**src/rtl/sdram_arb_pkg.sv**
```systemverilog
// Shared types and constants for the NeoGeo SDRAM port arbiter.
package sdram_arb_pkg;

    typedef enum logic [1:0] {
        StIdle,
        StIssue,
        StWaitBusy,
        StWaitDone
    } arb_state_e;

    localparam int unsigned REQ_CDWR = 0;
    localparam int unsigned REQ_CROM = 1;
    localparam int unsigned REQ_SROM = 2;
    localparam int unsigned REQ_M68K = 3;

    localparam int unsigned AGE_W = 8;
    localparam int unsigned TMO_W = 8;

    // One-hot winner; a starving M68K request beats either fixed order.
    function automatic logic [3:0] prio_select(input logic [3:0] pend,
                                               input logic       dma,
                                               input logic       starve);
        logic [3:0] sel;
        sel = 4'b0000;
        if (starve && pend[REQ_M68K]) begin
            sel[REQ_M68K] = 1'b1;
        end else if (dma) begin
            if (pend[REQ_CROM])      sel[REQ_CROM] = 1'b1;
            else if (pend[REQ_SROM]) sel[REQ_SROM] = 1'b1;
            else if (pend[REQ_CDWR]) sel[REQ_CDWR] = 1'b1;
            else if (pend[REQ_M68K]) sel[REQ_M68K] = 1'b1;
        end else begin
            if (pend[REQ_CDWR])      sel[REQ_CDWR] = 1'b1;
            else if (pend[REQ_CROM]) sel[REQ_CROM] = 1'b1;
            else if (pend[REQ_SROM]) sel[REQ_SROM] = 1'b1;
            else if (pend[REQ_M68K]) sel[REQ_M68K] = 1'b1;
        end
        return sel;
    endfunction

endpackage

```
**src/rtl/sdram_arb_edge.sv**
```systemverilog
// Two-flop rising-edge detector for one request strobe.
module sdram_arb_edge (
    input  logic clk_sys,
    input  logic RESET,
    input  logic sig,
    output logic rise
);

    logic [1:0] sr_q;

    always_ff @(posedge clk_sys or posedge RESET) begin
        if (RESET) begin
            sr_q <= 2'b00;
        end else begin
            sr_q <= {sr_q[0], sig};
        end
    end

    assign rise = (sr_q == 2'b01);

endmodule

```
**src/rtl/sdram_arbiter.sv**
```systemverilog
// Shared SDRAM port scheduler: captures request edges, picks a winner and runs the
// issue / busy / done handshake with the controller.
module sdram_arbiter
    import sdram_arb_pkg::*;
#(
    parameter int unsigned TIMEOUT = 64,
    parameter int unsigned STARVE  = 32
) (
    input  logic       clk_sys,
    input  logic       RESET,
    input  logic [3:0] REQ_SIG,
    input  logic [3:0] REQ_EN,
    input  logic       DMA_RUNNING,
    input  logic       sdram_ready,
    output logic [3:0] GRANT,
    output logic       SDRAM_RD_PULSE,
    output logic       SDRAM_WR_PULSE,
    output logic       SDRAM_RD_TYPE,
    output logic [3:0] DONE,
    output logic [3:0] OVERRUN,
    output logic       TIMEOUT_ERR,
    output logic       DMA_SDRAM_BUSY
);

    logic [3:0]       rise;
    logic [3:0]       sel;
    logic [3:0]       take;
    logic             starve;

    arb_state_e       state_q, state_d;
    logic [3:0]       pend_q, pend_d;
    logic [3:0]       grant_q, grant_d;
    logic [3:0]       done_q, done_d;
    logic [3:0]       ovr_q, ovr_d;
    logic             rd_q, rd_d;
    logic             wr_q, wr_d;
    logic             type_q, type_d;
    logic             terr_q, terr_d;
    logic [AGE_W-1:0] age_q, age_d;
    logic [TMO_W-1:0] tmo_q, tmo_d;

    for (genvar i = 0; i < 4; i++) begin : g_edge
        sdram_arb_edge u_edge (
            .clk_sys (clk_sys),
            .RESET   (RESET),
            .sig     (REQ_SIG[i]),
            .rise    (rise[i])
        );
    end

    assign starve = (32'(age_q) >= STARVE);
    assign sel    = prio_select(pend_q & REQ_EN, DMA_RUNNING, starve);

    always_comb begin
        state_d = state_q;
        grant_d = grant_q;
        done_d  = 4'b0000;
        rd_d    = 1'b0;
        wr_d    = 1'b0;
        type_d  = 1'b0;
        terr_d  = 1'b0;
        tmo_d   = tmo_q;
        take    = 4'b0000;
        unique case (state_q)
            StIdle: begin
                if (sdram_ready && (|sel)) begin
                    take    = sel;
                    grant_d = sel;
                    wr_d    = sel[REQ_CDWR];
                    rd_d    = ~sel[REQ_CDWR];
                    type_d  = sel[REQ_CROM];
                    state_d = StIssue;
                end
            end
            StIssue: begin
                tmo_d   = '0;
                state_d = StWaitBusy;
            end
            StWaitBusy: begin
                if (!sdram_ready) begin
                    state_d = StWaitDone;
                end else if (tmo_q == TMO_W'(TIMEOUT - 1)) begin
                    // Controller never accepted the access; drop it without re-queueing.
                    terr_d  = 1'b1;
                    grant_d = 4'b0000;
                    state_d = StIdle;
                end else begin
                    tmo_d = tmo_q + 1'b1;
                end
            end
            StWaitDone: begin
                // GRANT is held through the DONE cycle so downstream latches see the owner.
                if (|done_q) begin
                    grant_d = 4'b0000;
                    state_d = StIdle;
                end else if (sdram_ready) begin
                    done_d = grant_q;
                end
            end
            default: state_d = StIdle;
        endcase
    end

    always_comb begin
        ovr_d  = rise & REQ_EN & pend_q & ~take;
        pend_d = ((pend_q & ~take) | rise) & REQ_EN;
        age_d  = age_q;
        if (take[REQ_M68K]) begin
            age_d = '0;
        end else if (pend_q[REQ_M68K] && (age_q != '1)) begin
            age_d = age_q + 1'b1;
        end
    end

    always_ff @(posedge clk_sys or posedge RESET) begin
        if (RESET) begin
            state_q <= StIdle;
            pend_q  <= 4'b0000;
            grant_q <= 4'b0000;
            done_q  <= 4'b0000;
            ovr_q   <= 4'b0000;
            rd_q    <= 1'b0;
            wr_q    <= 1'b0;
            type_q  <= 1'b0;
            terr_q  <= 1'b0;
            age_q   <= '0;
            tmo_q   <= '0;
        end else begin
            state_q <= state_d;
            pend_q  <= pend_d;
            grant_q <= grant_d;
            done_q  <= done_d;
            ovr_q   <= ovr_d;
            rd_q    <= rd_d;
            wr_q    <= wr_d;
            type_q  <= type_d;
            terr_q  <= terr_d;
            age_q   <= age_d;
            tmo_q   <= tmo_d;
        end
    end

    assign GRANT          = grant_q;
    assign DONE           = done_q;
    assign OVERRUN        = ovr_q;
    assign SDRAM_RD_PULSE = rd_q;
    assign SDRAM_WR_PULSE = wr_q;
    assign SDRAM_RD_TYPE  = type_q;
    assign TIMEOUT_ERR    = terr_q;
    assign DMA_SDRAM_BUSY = DMA_RUNNING & (grant_q[REQ_CDWR] | grant_q[REQ_M68K] |
                                           pend_q[REQ_CDWR] | pend_q[REQ_M68K]);

endmodule

```
**config.mk**
```make
export PLATFORM = sky130hd
export DESIGN_NAME = sdram_arbiter
export DESIGN_NICKNAME = d
export VERILOG_FILES = /design/src/rtl/sdram_arb_pkg.sv /design/src/rtl/sdram_arb_edge.sv /design/src/rtl/sdram_arbiter.sv
export SDC_FILE = /design/constraint.sdc
export NUM_CORES = 1
export LEC_CHECK = 0
export ABC_AREA = 1
export CAP_MARGIN = 20
export CORE_ASPECT_RATIO = 0.5
export CORE_MARGIN = 1.5
export CORE_UTILIZATION = 48
export CTS_CLUSTER_DIAMETER = 100
export CTS_CLUSTER_SIZE = 20
export DETAILED_ROUTE_END_ITERATION = 16
export GPL_TIMING_DRIVEN = 0
export PLACE_DENSITY = 0.75
export REMOVE_ABC_BUFFERS = 1
export SLEW_MARGIN = 5
export SYNTH_ARGS = -nofsm -noshare
export SYNTH_HDL_FRONTEND = slang
export SYNTH_SLANG_ARGS = --single-unit
```
**constraint.sdc**
```tcl
create_clock -name clk_sys -period 1.55 [get_ports clk_sys]
set_clock_uncertainty 0.2 [all_clocks]
set_input_delay 0.3875 -clock clk_sys [delete_from_list [all_inputs] [get_ports clk_sys]]
set_output_delay 0.3875 -clock clk_sys [all_outputs]
set_load 0.01 [all_outputs]
```
# After elaboration in Yosys (flattened, before gate mapping)
# Index checks and enable logic that the tools add are counted.
dict set report op_classes {
  order_cmp 1
  n_eq_ne 15
  n_addsub 2
  n_reduce_logical 12
  bitwise_logic 13
  n_mux 44
}
# operator count
set ops {}
lappend ops {{4-bit 2-to-1 mux} 10}
lappend ops {{8-bit 2-to-1 mux} 4}
lappend ops {{4-bit AND} 6}
lappend ops {{1-bit 2-to-1 mux} 19}
lappend ops {{8-bit by 1-bit adder with 8-bit output, second input constant} 2}
lappend ops {{8-bit one-hot mux with 2 select lines} 1}
lappend ops {{2-bit 2-to-1 mux} 6}
lappend ops {{4-bit one-hot mux with 3 select lines} 1}
lappend ops {{2-bit by 1-bit == test with 1-bit output, second input constant} 5}
lappend ops {{2-bit != test, second input constant} 5}
lappend ops {{8-bit by 6-bit == test with 1-bit output, second input constant} 1}
lappend ops {{8-bit by 6-bit >= comparator with 1-bit output, second input constant} 1}
lappend ops {{8-bit != test, second input constant} 1}
lappend ops {{2-bit one-hot mux with 4 select lines} 1}
lappend ops {{4-bit OR reduction} 2}
lappend ops {{3-bit 2-to-1 mux} 2}
lappend ops {{3-bit AND reduction} 2}
lappend ops {{5-bit AND reduction} 1}
lappend ops {{2-bit == test, second input constant} 2}
lappend ops {{4-bit NOT} 1}
lappend ops {{4-bit OR} 1}
lappend ops {{2-bit nonzero test} 2}
lappend ops {{1-bit logical AND} 3}
lappend ops {{3-bit != test, second input constant} 1}
lappend ops {{5 further kinds} 7}
dict set report totals {
  inputBits 12
  reg_bits 46
  elab_cells 102
}

# Longest topological paths before layout
# Gate-level depths: netlist (run 1).
dict set report depth {
  ltp_word 15
  ltp_mapped 11
  ltp_nobuf 11
}

# By module
# Synthesis (run 1) repeated with hierarchy kept, for this count alone.
dict set report hier_totals {
  cells_unflattened 241
  hier_area_um2 2122.0
}
# module cells_each n_inst area_each_um2
set modules_own_cells {}
lappend modules_own_cells {sdram_arbiter 221 1 1866.8}
lappend modules_own_cells {sdram_arb_edge 5 4 63.8}

# Worst setup path after synthesis (run 1)
# Ideal clock, no wire load.
dict set report synth_timing {
  path_kind {reg2reg}
  start {register tmo_q[0]}
  end {register tmo_q[3]}
  arrival_time_ns 1.284
  setup_time_ns 0.119
  path_stages_with_launch 10
  setup_slack_ns -0.053
  t_required_ns 1.231
  path_cell_list {dfrtp_1 ha_1 nand2_1 nor3_4 nand3_2 nand3_2 nand2_4 buf_6 nand4_1 o21ai_2}
}
dict set report synth_via {
  elab_chain_cells 4
}
# item line_no
set synth_lines {}
lappend synth_lines {{start, declared} sdram_arbiter.sv:40} ;# logic [TMO_W-1:0] tmo_q, tmo_d;
lappend synth_lines {{start signal, assigned} sdram_arbiter.sv:139} ;# tmo_q <= tmo_d;
lappend synth_lines {{8-bit by 1-bit adder with 8-bit output} sdram_arbiter.sv:88} ;# tmo_d = tmo_q + 1'b1;
lappend synth_lines {{8-bit 2-to-1 mux} sdram_arbiter.sv:82} ;# end else if (tmo_q == TMO_W'(TIMEOUT - 1)) begin
lappend synth_lines {{8-bit 2-to-1 mux} sdram_arbiter.sv:80} ;# if (!sdram_ready) begin
lappend synth_lines {{8-bit one-hot mux with 2 select lines} sdram_arbiter.sv:64} ;# unique case (state_q)
# Several ways; a longest one is shown, not always the timed one. The select of a mux whose other input is x is not followed.
# A chain may end at the register's enable or synchronous reset.

# Worst setup path in the final report (run 1)
dict set report layout_timing {
  start {register tmo_q[0]}
  end {register grant_q[3] (netlist: GRANT[3])}
}
dict set report layout_via {
  elab_chain_cells 3
}
# item line_no
set layout_lines {}
lappend layout_lines {{8-bit by 6-bit == test with 1-bit output} sdram_arbiter.sv:82}
lappend layout_lines {{2-bit != test (no source line)} n/a}
lappend layout_lines {{5-bit AND reduction (no source line)} n/a}
lappend layout_lines {{end signal, assigned} sdram_arbiter.sv:131} ;# grant_q <= grant_d;
lappend layout_lines {{end, declared} sdram_arbiter.sv:32} ;# logic [3:0] grant_q, grant_d;
# Every way passes these cells.

==> results of run 1 <==
synthesized netlist by cell type, types with 2 or more instances:
cell,number
dfrtp_1,46
nand2_1,45
inv_1,36
nor2_1,24
nand3_1,10
nand4_1,9
a21oi_1,7
xor2_1,7
nor3_1,6
o21ai_0,6
o21ai_1,4
ha_1,3
nand3_2,3
o21ai_2,3
inv_2,2
nand3b_1,2
nor2_2,2
worst max-delay path by stage:
| stage | from | cells after the start | to | slack (ns) |
|---|---|---|---|---|
| 6_report | tmo_q[0]$_DFFE_PP0P_ | 10 | GRANT[3]$_DFFE_PP0P_ | -0.31 |
| 5_1_grt | tmo_q[1]$_DFFE_PP0P_ | 10 | GRANT[3]$_DFFE_PP0P_ | -0.41 |
| 4_1_cts | tmo_q[1]$_DFFE_PP0P_ | 10 | GRANT[3]$_DFFE_PP0P_ | -0.14 |
| 3_5_place_dp | DMA_RUNNING | 4 | DMA_SDRAM_BUSY | -0.72 |
| 3_3_place_gp | RESET | 2 | g_edge[1].u_edge.sr_q[0]$_DFF_PP0_ | -0.99 |
| 2_1_floorplan | RESET | 1 | DONE[0]$_DFF_PP0_ | -0.13 |
flip-flops by register name, summed over array words and instances, names as in the netlist:
| signal | flops |
|---|---|
| age_q | 8 |
| pend_q | 4 |
| OVERRUN | 4 |
| state_q | 2 |
| tmo_q | 8 |
| SDRAM_RD_TYPE | 1 |
| SDRAM_WR_PULSE | 1 |
| g_edge.u_edge.sr_q | 8 |
| DONE | 4 |
| TIMEOUT_ERR | 1 |
| SDRAM_RD_PULSE | 1 |
| GRANT | 4 |
cell type report:
class,instances,area share (%)
timing repair buffer,58,17.3
multi-input combinational,141,32.9
sequential,46,39.3
tap,54,2.30
clock inverter,2,0.427
clock buffer,6,2.82
inverter,38,4.95
logic make-up after synthesis:
kind of cell	synth area share [%]
compound gates	7.13
xor+xnor	2.98
fa+ha+maj	1.83
buf+inv	7.49
flops	56.0
simple gates	24.5
worst max-delay path, stage by stage, from the launching register on:
cell	delay, ns
dfrtp_1	0.37
ha_2	0.21
nand2_2	0.08
nor3_4	0.14
nand3_2	0.15
nand2_1	0.10
nand2_1	0.08
nor2_2	0.17
nand2_2	0.12
nand2_1	0.08
nand2_1	0.06
what timing repair did:
item,4_1_cts,5_1_grt
gates cloned,1,0
pin swaps,13,14
endpoints found under the setup margin,42,39
buffers inserted,16,13
gates resized for setup,69,42
power breakdown:
group          internal [uW]  leakage (uW)  total, uW  switching, uW
clock                    359     0.0000472        767            408
sequential              1420      0.000594       1620            204
combinational            677      0.000819       1670            992
placed cells by master (no fill, tap or decap), drive strengths merged, types with 2 or more instances in the layout:
cell type      instances
inv                   38
nand3b                 2
a21oi                  8
dfrtp                 46
ha                     3
nand3                 13
xor2                   7
clkdlybuf4s15          8
nand2                 48
dlygate4sd2            9
o21ai                 13
buf                   32
clkbuf                10
clkdlybuf4s50          5
nand4                  9
nor3                   7
nor2                  27
per-layer routing:
metal	vias to the layer above	part of all wire [%]	track usage, %
li1	847	-	-
met1	840	42	26.9
met2	34	54	37.9
met3	6	3.4	4.67
met4	0	1.2	5.88
met5	-	0	0
per-stage QoR:
step | setup TNS (ns) | area, sq um | power (uW) | util, %
2_1_floorplan | -5.83 | 2040 | 2320 | -
3_3_place_gp | -58.20 | 2390 | 2580 | 59.7
3_5_place_dp | -13.16 | 2410 | 2640 | 60.2
4_1_cts | -1.59 | 2720 | 3660 | 68.0
5_1_grt | -5.61 | 2930 | 4320 | 73.3
6_report | -3.35 | 2930 | 4060 | 73.3
==> flow_summary.json, run 1 <==
{
  "routedWlPerCell_um": 15.0,
  "hold_buffers": 0,
  "dp_hpwl_mm": 2.76,
  "syn_area_sq_um": 2050,
  "ctsLongestPathBuffers": 2,
  "grt_start_max_net_pins": 40,
  "rsz0062_at_grt": "true",
  "synth_area_leader_cell": "dfrtp_1",
  "drt_iter0_drc": 57,
  "setup-violations-final": 27,
  "hp-class": "primary input to asynchronous set/reset pin",
  "ant_nets": 0,
  "seqCellArea_sq_um": 1150,
  "grt.total_usage_pct": 21.6,
  "worst_slack_ns": -0.307,
  "antenna_found_initial": 0,
  "h-tree-depth": 2,
  "grt_pass1_wl_mm": 7.72,
  "gp_congestion": 0.784,
  "hold_violations": 0,
  "via_per_inst": 5.01,
  "port-buffer-count": 28,
  "crit_type": "flip-flop to flip-flop",
  "worstSetupStartpointType": "flip-flop",
  "final.min_clock_period_ns": 1.86,
  "synth_edf_count": 0,
  "grt.overflow.total": 0,
  "drt_wl_total_mm": 5.17,
  "worst_hold_slack_ns": 0.105,
  "drive_gt1_share_pct": 37.1,
  "placed_cells": 307,
  "dr.pass1.iters": 4,
  "worstReg2RegEnd": "GRANT[3]$_DFFE_PP0P_",
  "r2r_setup_slack_ns": -0.31,
  "r2r_start": "tmo_q[0]$_DFFE_PP0P_",
  "ys.flop_type": "dfrtp_1",
  "tritoncts": "yes",
  "vias": 1727,
  "clock_sinks": 46,
  "p_per_area_nw_per_um2": 1380,
  "cts_root_buf": "clkbuf_8",
  "leakagePower_uw": 0.00146,
  "required_ns": 1.54,
  "grt_pass1_vias": 1722,
  "drcViolationCount": 0,
  "status": "complete, but fails checks",
  "syn_to_final_growth_pct": 42.8,
  "path_clk_slew_ns": 0.09,
  "yosysTopAreaCellShare_pct": 56.0,
  "slew_headroom_pct": 74.5,
  "layout.cells.non_filler": 345,
  "antenna_cells": 0,
  "num_rows": 16,
  "cap_violations": 0,
  "syn_area_per_cell_sq_um": 9.13,
  "postSynthCellCount": 225,
  "endpoint_kind": "flip-flop",
  "path_max_fanout": 4,
  "dp_slack_ns": -0.720,
  "die_height_um": 49.3,
  "synth_warnings": 0,
  "ir_drop_uv": 776,
  "final_nets": 305,
  "yosysUniqueCellTypes": 27,
  "synth_area_leaders": "dfrtp_1 (56%), nand2_1 (8.2%), inv_1 (6.6%), nor2_1 (4.4%), xor2_1 (3.0%)",
  "violations": "negative setup slack",
  "maxSlewViolCount": 0,
  "multiInputGateArea_sq_um": 965,
  "ys_seq_elements": 46,
  "async_reset_ff_share_pct": 100,
  "fmax_mhz": 538,
  "floorplan.initialDensity_pct": 51.3,
  "die_w_um": 95.5,
  "n_fill_cell": 275,
  "worst_pin_slew_ns": 0.381,
  "cts_buffers": 5,
  "ys_seq_area_share_pct": 56.0,
  "clock_latency_ns": 0.30,
  "reg2regPathDepth": 10,
  "io_pins": 29,
  "fin_crit_sh_pct": 120,
  "die-area_sq_um": 4710,
  "crit_arrival_ns": 1.85,
  "core_area_sq_um": 4000
}
Note: power is estimated with default switching activity, not from simulation.
==> run 2, diff against run 1 <==
- CORE_UTILIZATION: 48 -> 58
- PLACE_DENSITY: 0.75 -> 0.85
- clock period: 1.55 -> 2.3 ns (I/O delays scaled with it)
==> run 2 against run 1 <==
The run now ends clean. Sequential power decreased by 33%. Via count down 7.5%. Clock power decreased by 5.0%. Utilization up 1.3 points. Die area is 16% lower. Critical path depth shrank 6. Global-route usage is 0.40 points higher.
==> flow_summary.json, run 2 (synthesis gave the netlist of run 1 again) <==
{
  "die_height_um": 45.1,
  "ir_drop_uv": 584,
  "antenna_cells": 0,
  "finalPower_uw": 2500,
  "h-tree-depth": 2,
  "drt_wl_total_mm": 3.98,
  "place_area_sq_um": 2410,
  "maxSlewViolCount": 0,
  "cap_violations": 0,
  "ant_nets": 0,
  "syn_to_final_growth_pct": 23.9,
  "final_nets": 275,
  "p_per_area_nw_per_um2": 981,
  "final.min_clock_period_ns": 2.25,
  "seqCellArea_sq_um": 1150,
  "grt_use_met2_pct": 37.4,
  "fin_crit_sh_pct": 98.0,
  "path_clk_slew_ns": 0.08,
  "worstSetupStartpointType": "primary input",
  "drcViolationCount": 0,
  "grt.overflow.total": 0,
  "port-buffer-count": 28,
  "tritoncts": "yes",
  "die-area_sq_um": 3930,
  "io_pins": 29,
  "crit_path_cell_trace": "clkdlybuf4s50_1 > inv_1 > a41oi_1 > buf_2",
  "leakagePower_uw": 0.00125,
  "cts_setup_buffers": 0,
  "most-common-layout-cells": "dfrtp_1 (46), nand2_1 (45), inv_1 (35)",
  "reg_top3": "age_q x8, g_edge.u_edge.sr_q x8, tmo_q x8",
  "multiInputGateArea_sq_um": 749,
  "use_met1_pct": 27.5,
  "grt_start_max_net_pins": 40,
  "grt_pass1_vias": 1498,
  "core_area_sq_um": 3420,
  "critPathBufInv": 3,
  "gp_congestion": 0.798,
  "final_util_pct": 74.5,
  "cp_top_family": "buffers and inverters",
  "rsz0062_at_grt": "false",
  "die_w_um": 87.2,
  "hold_buffers": 0,
  "n_fill_cell": 243,
  "drive_gt1_share_pct": 9.96,
  "fmax_mhz": 444,
  "drt_iter0_drc": 56,
  "dp_hpwl_mm": 2.76,
  "via_per_inst": 5.12,
  "cts_root_buf": "clkbuf_8",
  "final_common_cell": "dfrtp_1",
  "grt_pass1_wl_mm": 6.41,
  "antenna_found_initial": 0,
  "crit_arrival_ns": 1.48,
  "status": "completed",
  "cp_slowest_cell": "clkdlybuf4s50_1",
  "crit_type": "primary input to primary output",
  "setup_tns_ns": 0,
  "ctsLongestPathBuffers": 2,
  "worst_pin_slew_ns": 0.420,
  "hp-class": "flip-flop to flip-flop",
  "endpoint_kind": "primary output",
  "top_usage_layer": "met2",
  "routedWlPerCell_um": 12.8,
  "slew_headroom_pct": 71.8,
  "num_rows": 15,
  "hold_violations": 0,
  "cts_buffers": 5,
  "dr.pass1.iters": 4,
  "required_ns": 1.52,
  "gr-usage-met3_pct": 6.22,
  "grt.total_usage_pct": 22.0,
  "floorplan.initialDensity_pct": 60.1,
  "clock_sinks": 46,
  "vias": 1598,
  "path_max_fanout": 2,
  "critPathMaxStageDelay_ns": 0.49,
  "stdcell_area_sq_um": 2540,
  "clock_latency_ns": 0.30,
  "setup-violations-final": 0
}
-- run 2: cell types whose count changed in the layout (fill, tap and decap cells not counted), moves of 5 or more --
cell	delta
nand2_2	-12
inv_2	-5
buf_4	-23
inv_1	+6
clkdlybuf4s15_1	-8
nor2_1	+7
buf_6	-5
clkdlybuf4s50_1	+22
dlygate4sd2_1	-9
nand2_1	+14
nand3_1	+5
-- run 2: what timing repair did --
item	in CTS	in global routing
endpoints found under the hold margin	0	0
resized for setup	4	0
setup endpoints to repair	1	0
-- run 2: final cells by class --
cell class                      instances  share of cell area, %
Clock buffer                            6                   3.24
Clock inverter                          2                   2.36
Inverter                               38                   5.60
Multi-Input combinational cell        140                   29.4
Sequential cell                        46                   45.2
Tap cell                               51                   2.51
Timing Repair Buffer                   29                   11.6
-- run 2: worst paths after layout --
kind	from	end	slack (ns)	cells after the start
hold / removal	g_edge[0].u_edge.sr_q[0]$_DFF_PP0_	g_edge[0].u_edge.sr_q[1]$_DFF_PP0_	0.18	0
hold reg to reg	g_edge[0].u_edge.sr_q[0]$_DFF_PP0_	g_edge[0].u_edge.sr_q[1]$_DFF_PP0_	0.18	0
setup / recovery	DMA_RUNNING	DMA_SDRAM_BUSY	0.05	4
min in group asynchronous	RESET	tmo_q[1]$_DFFE_PP0P_	0.31	2
setup reg to reg	age_q[7]$_DFFE_PP0P_	GRANT[3]$_DFFE_PP0P_	0.47	9
max in group asynchronous	RESET	age_q[0]$_DFFE_PP0P_	1.14	3
-- run 2: routing by layer --
layer	routed length (um)	part of all wire (%)	vias to the layer above
met5	0	0	-
li1	-	-	783
met1	1750	44	779
met2	2030	51	27
met3	133	3.3	9
met4	67	1.7	0
-- run 2: report_power, final --
group          internal [uW]  leakage, uW  switching [uW]
registers                955     0.000595             125
clock network            463    0.0000714             266
logic                    255     0.000584             434
-- run 2: metrics by stage --
| step | std cells | setup WS, ns | hold WS, ns |
|---|---|---|---|
| 6_report | 312 | 0.0470 | 0.181 |
| 3_5_place_dp | 304 | -0.364 | 0.162 |
| 5_1_grt | 312 | 0.0356 | 0.192 |
| 3_3_place_gp | 303 | -0.399 | 0.163 |
| 2_1_floorplan | 224 | 0.437 | 0.154 |
| 4_1_cts | 312 | 0.0477 | 0.181 |
==> run 3, diff against run 2 <==
- GPL_ROUTABILITY_DRIVEN: not set -> 0
- PLACE_DENSITY: 0.85 -> not set
- PLACE_DENSITY_LB_ADDON: not set -> 0.05
==> run 3 against run 2 <==
Cell count is the same. Worst hold slack gained 0.0078 ns. Worst setup slack gained 0.022 ns. Clock power shrank 19%. First-iteration DRC count shrank 59%. Critical endpoint unchanged. Largest cell class unchanged. Global-route usage shrank 0.069 points. Via count shrank 2.2%. Sequential share of layout area grew 0.65 points. Non-clock buffer count is the same. Register-to-register slack gained 0.04 ns. Power shrank 6.0%.
==> flow_summary.json, run 3 (synthesis gave the netlist of run 1 again) <==
{
  "final_util_pct": 73.4,
  "required_ns": 1.52,
  "die-area_sq_um": 3930,
  "p_per_area_nw_per_um2": 936,
  "grt.total_usage_pct": 21.9,
  "drive_gt1_share_pct": 9.20,
  "leakagePower_uw": 0.00123,
  "clock_latency_ns": 0.30,
  "syn_to_final_growth_pct": 22.1,
  "die_height_um": 45.1,
  "tritoncts": "yes",
  "final.min_clock_period_ns": 2.23,
  "dp_slack_ns": -0.354,
  "fmax_mhz": 448,
  "finalPower_uw": 2350,
  "worst_pin_slew_ns": 0.430,
  "core_area_sq_um": 3420,
  "reg_top3": "age_q x8, g_edge.u_edge.sr_q x8, tmo_q x8",
  "routedWlPerCell_um": 12.5,
  "dr.pass1.iters": 4,
  "clock_sinks": 46,
  "floorplan.initialDensity_pct": 60.1,
  "cts_buffers": 5,
  "drt_iter0_drc": 23,
  "setup-violations-final": 0,
  "hp-class": "flip-flop to flip-flop",
  "worstSetupStartpointType": "primary input",
  "min_from": "g_edge[3].u_edge.sr_q[0]$_DFF_PP0_",
  "most-common-layout-cells": "dfrtp_1 (46), nand2_1 (45), inv_1 (35)",
  "layout.cells.non_filler": 312,
  "ant_nets": 0,
  "vias": 1563,
  "antenna_found_initial": 0,
  "grt_pass1_wl_mm": 6.47,
  "cap_violations": 0,
  "crit_arrival_ns": 1.46,
  "crit_type": "primary input to primary output",
  "via_per_inst": 5.01,
  "grt.overflow.total": 0,
  "h-tree-depth": 2,
  "status": "completed",
  "placed_cells": 304,
  "die_w_um": 87.2,
  "num_rows": 15,
  "final_common_cell": "dfrtp_1",
  "antenna_cells": 0,
  "maxSlewViolCount": 0,
  "path_clk_slew_ns": 0.08,
  "endpoint_kind": "primary output",
  "drcViolationCount": 0,
  "ir_drop_uv": 638,
  "cts_root_buf": "clkbuf_8",
  "r2r_start": "tmo_q[0]$_DFFE_PP0P_",
  "grt_start_max_net_pins": 31,
  "final_nets": 275,
  "fin_crit_sh_pct": 97.0,
  "grt_pass1_vias": 1560,
  "hold_violations": 0,
  "path_max_fanout": 2,
  "port-buffer-count": 28,
  "crit_start": "DMA_RUNNING",
  "rsz0062_at_grt": "false",
  "worst_slack_ns": 0.0687,
  "dp_hpwl_mm": 2.89,
  "slew_headroom_pct": 71.1,
  "cts_setup_buffers": 0,
  "ctsLongestPathBuffers": 2,
  "io_pins": 29,
  "drt_wl_total_mm": 3.90
}
run 3: cell types whose count changed in the layout (fill, tap and decap cells not counted):
| cell | before | now |
|---|---|---|
| clkbuf_8 | 6 | 5 |
| bufinv_16 | 2 | 1 |
| clkbuf_1 | 0 | 2 |
run 3: power breakdown:
| part | switching, uW | internal [uW] |
|---|---|---|
| registers | 126 | 955 |
| clock network | 264 | 325 |
| logic | 423 | 254 |
run 3: final cells by class:
type / count / area, sq um
inverter: 38 / 143
fill: 263 / 907
tap: 51 / 63.8
timing repair buffer: 29 / 295
multi-input combinational: 140 / 749
sequential: 46 / 1150
clock inverter: 1 / 30.0
clock buffer: 7 / 76.3
run 3: through the flow:
stage               cell area (sq um)  TNS (ns)  hold slack [ns]
floorplan                        2040         0            0.154
global placement                 2390    -21.05            0.168
detailed placement               2410    -0.417            0.180
CTS                              2510         0            0.199
global route                     2510         0            0.204
finish                           2510         0            0.188
run 3: worst paths after layout:
kind / endpoint / slack (ns) / depth (start not counted)
worst max-delay path: DMA_SDRAM_BUSY / 0.07 / 4
worst min-delay path: g_edge[3].u_edge.sr_q[1]$_DFF_PP0_ / 0.19 / 0
worst max register to register: GRANT[3]$_DFFE_PP0P_ / 0.51 / 10
worst min register to register: g_edge[3].u_edge.sr_q[1]$_DFF_PP0_ / 0.19 / 0
max in group asynchronous: age_q[5]$_DFFE_PP0P_ / 1.03 / 3
min in group asynchronous: tmo_q[6]$_DFFE_PP0P_ / 0.38 / 2
run 3: what timing repair did:
action | CTS | global route
hold buffers | 0 | 0
resized for setup | 4 | 0
setup endpoints to repair | 1 | 0
run 3: per-layer routing:
| layer | track usage, % | vias to the layer above | part of all wire (%) |
|---|---|---|---|
| li1 | - | 792 | - |
| met3 | 6.58 | 7 | 2.9 |
| met5 | 0 | - | 0 |
| met4 | 7.94 | 0 | 1.4 |
| met2 | 38.8 | 19 | 49 |
| met1 | 26.4 | 745 | 46 |
run 3: critical path, cell delays in order:
cell and delay (ns):
clkdlybuf4s50_1 0.49, inv_1 0.07, a41oi_1 0.16, buf_2 0.16
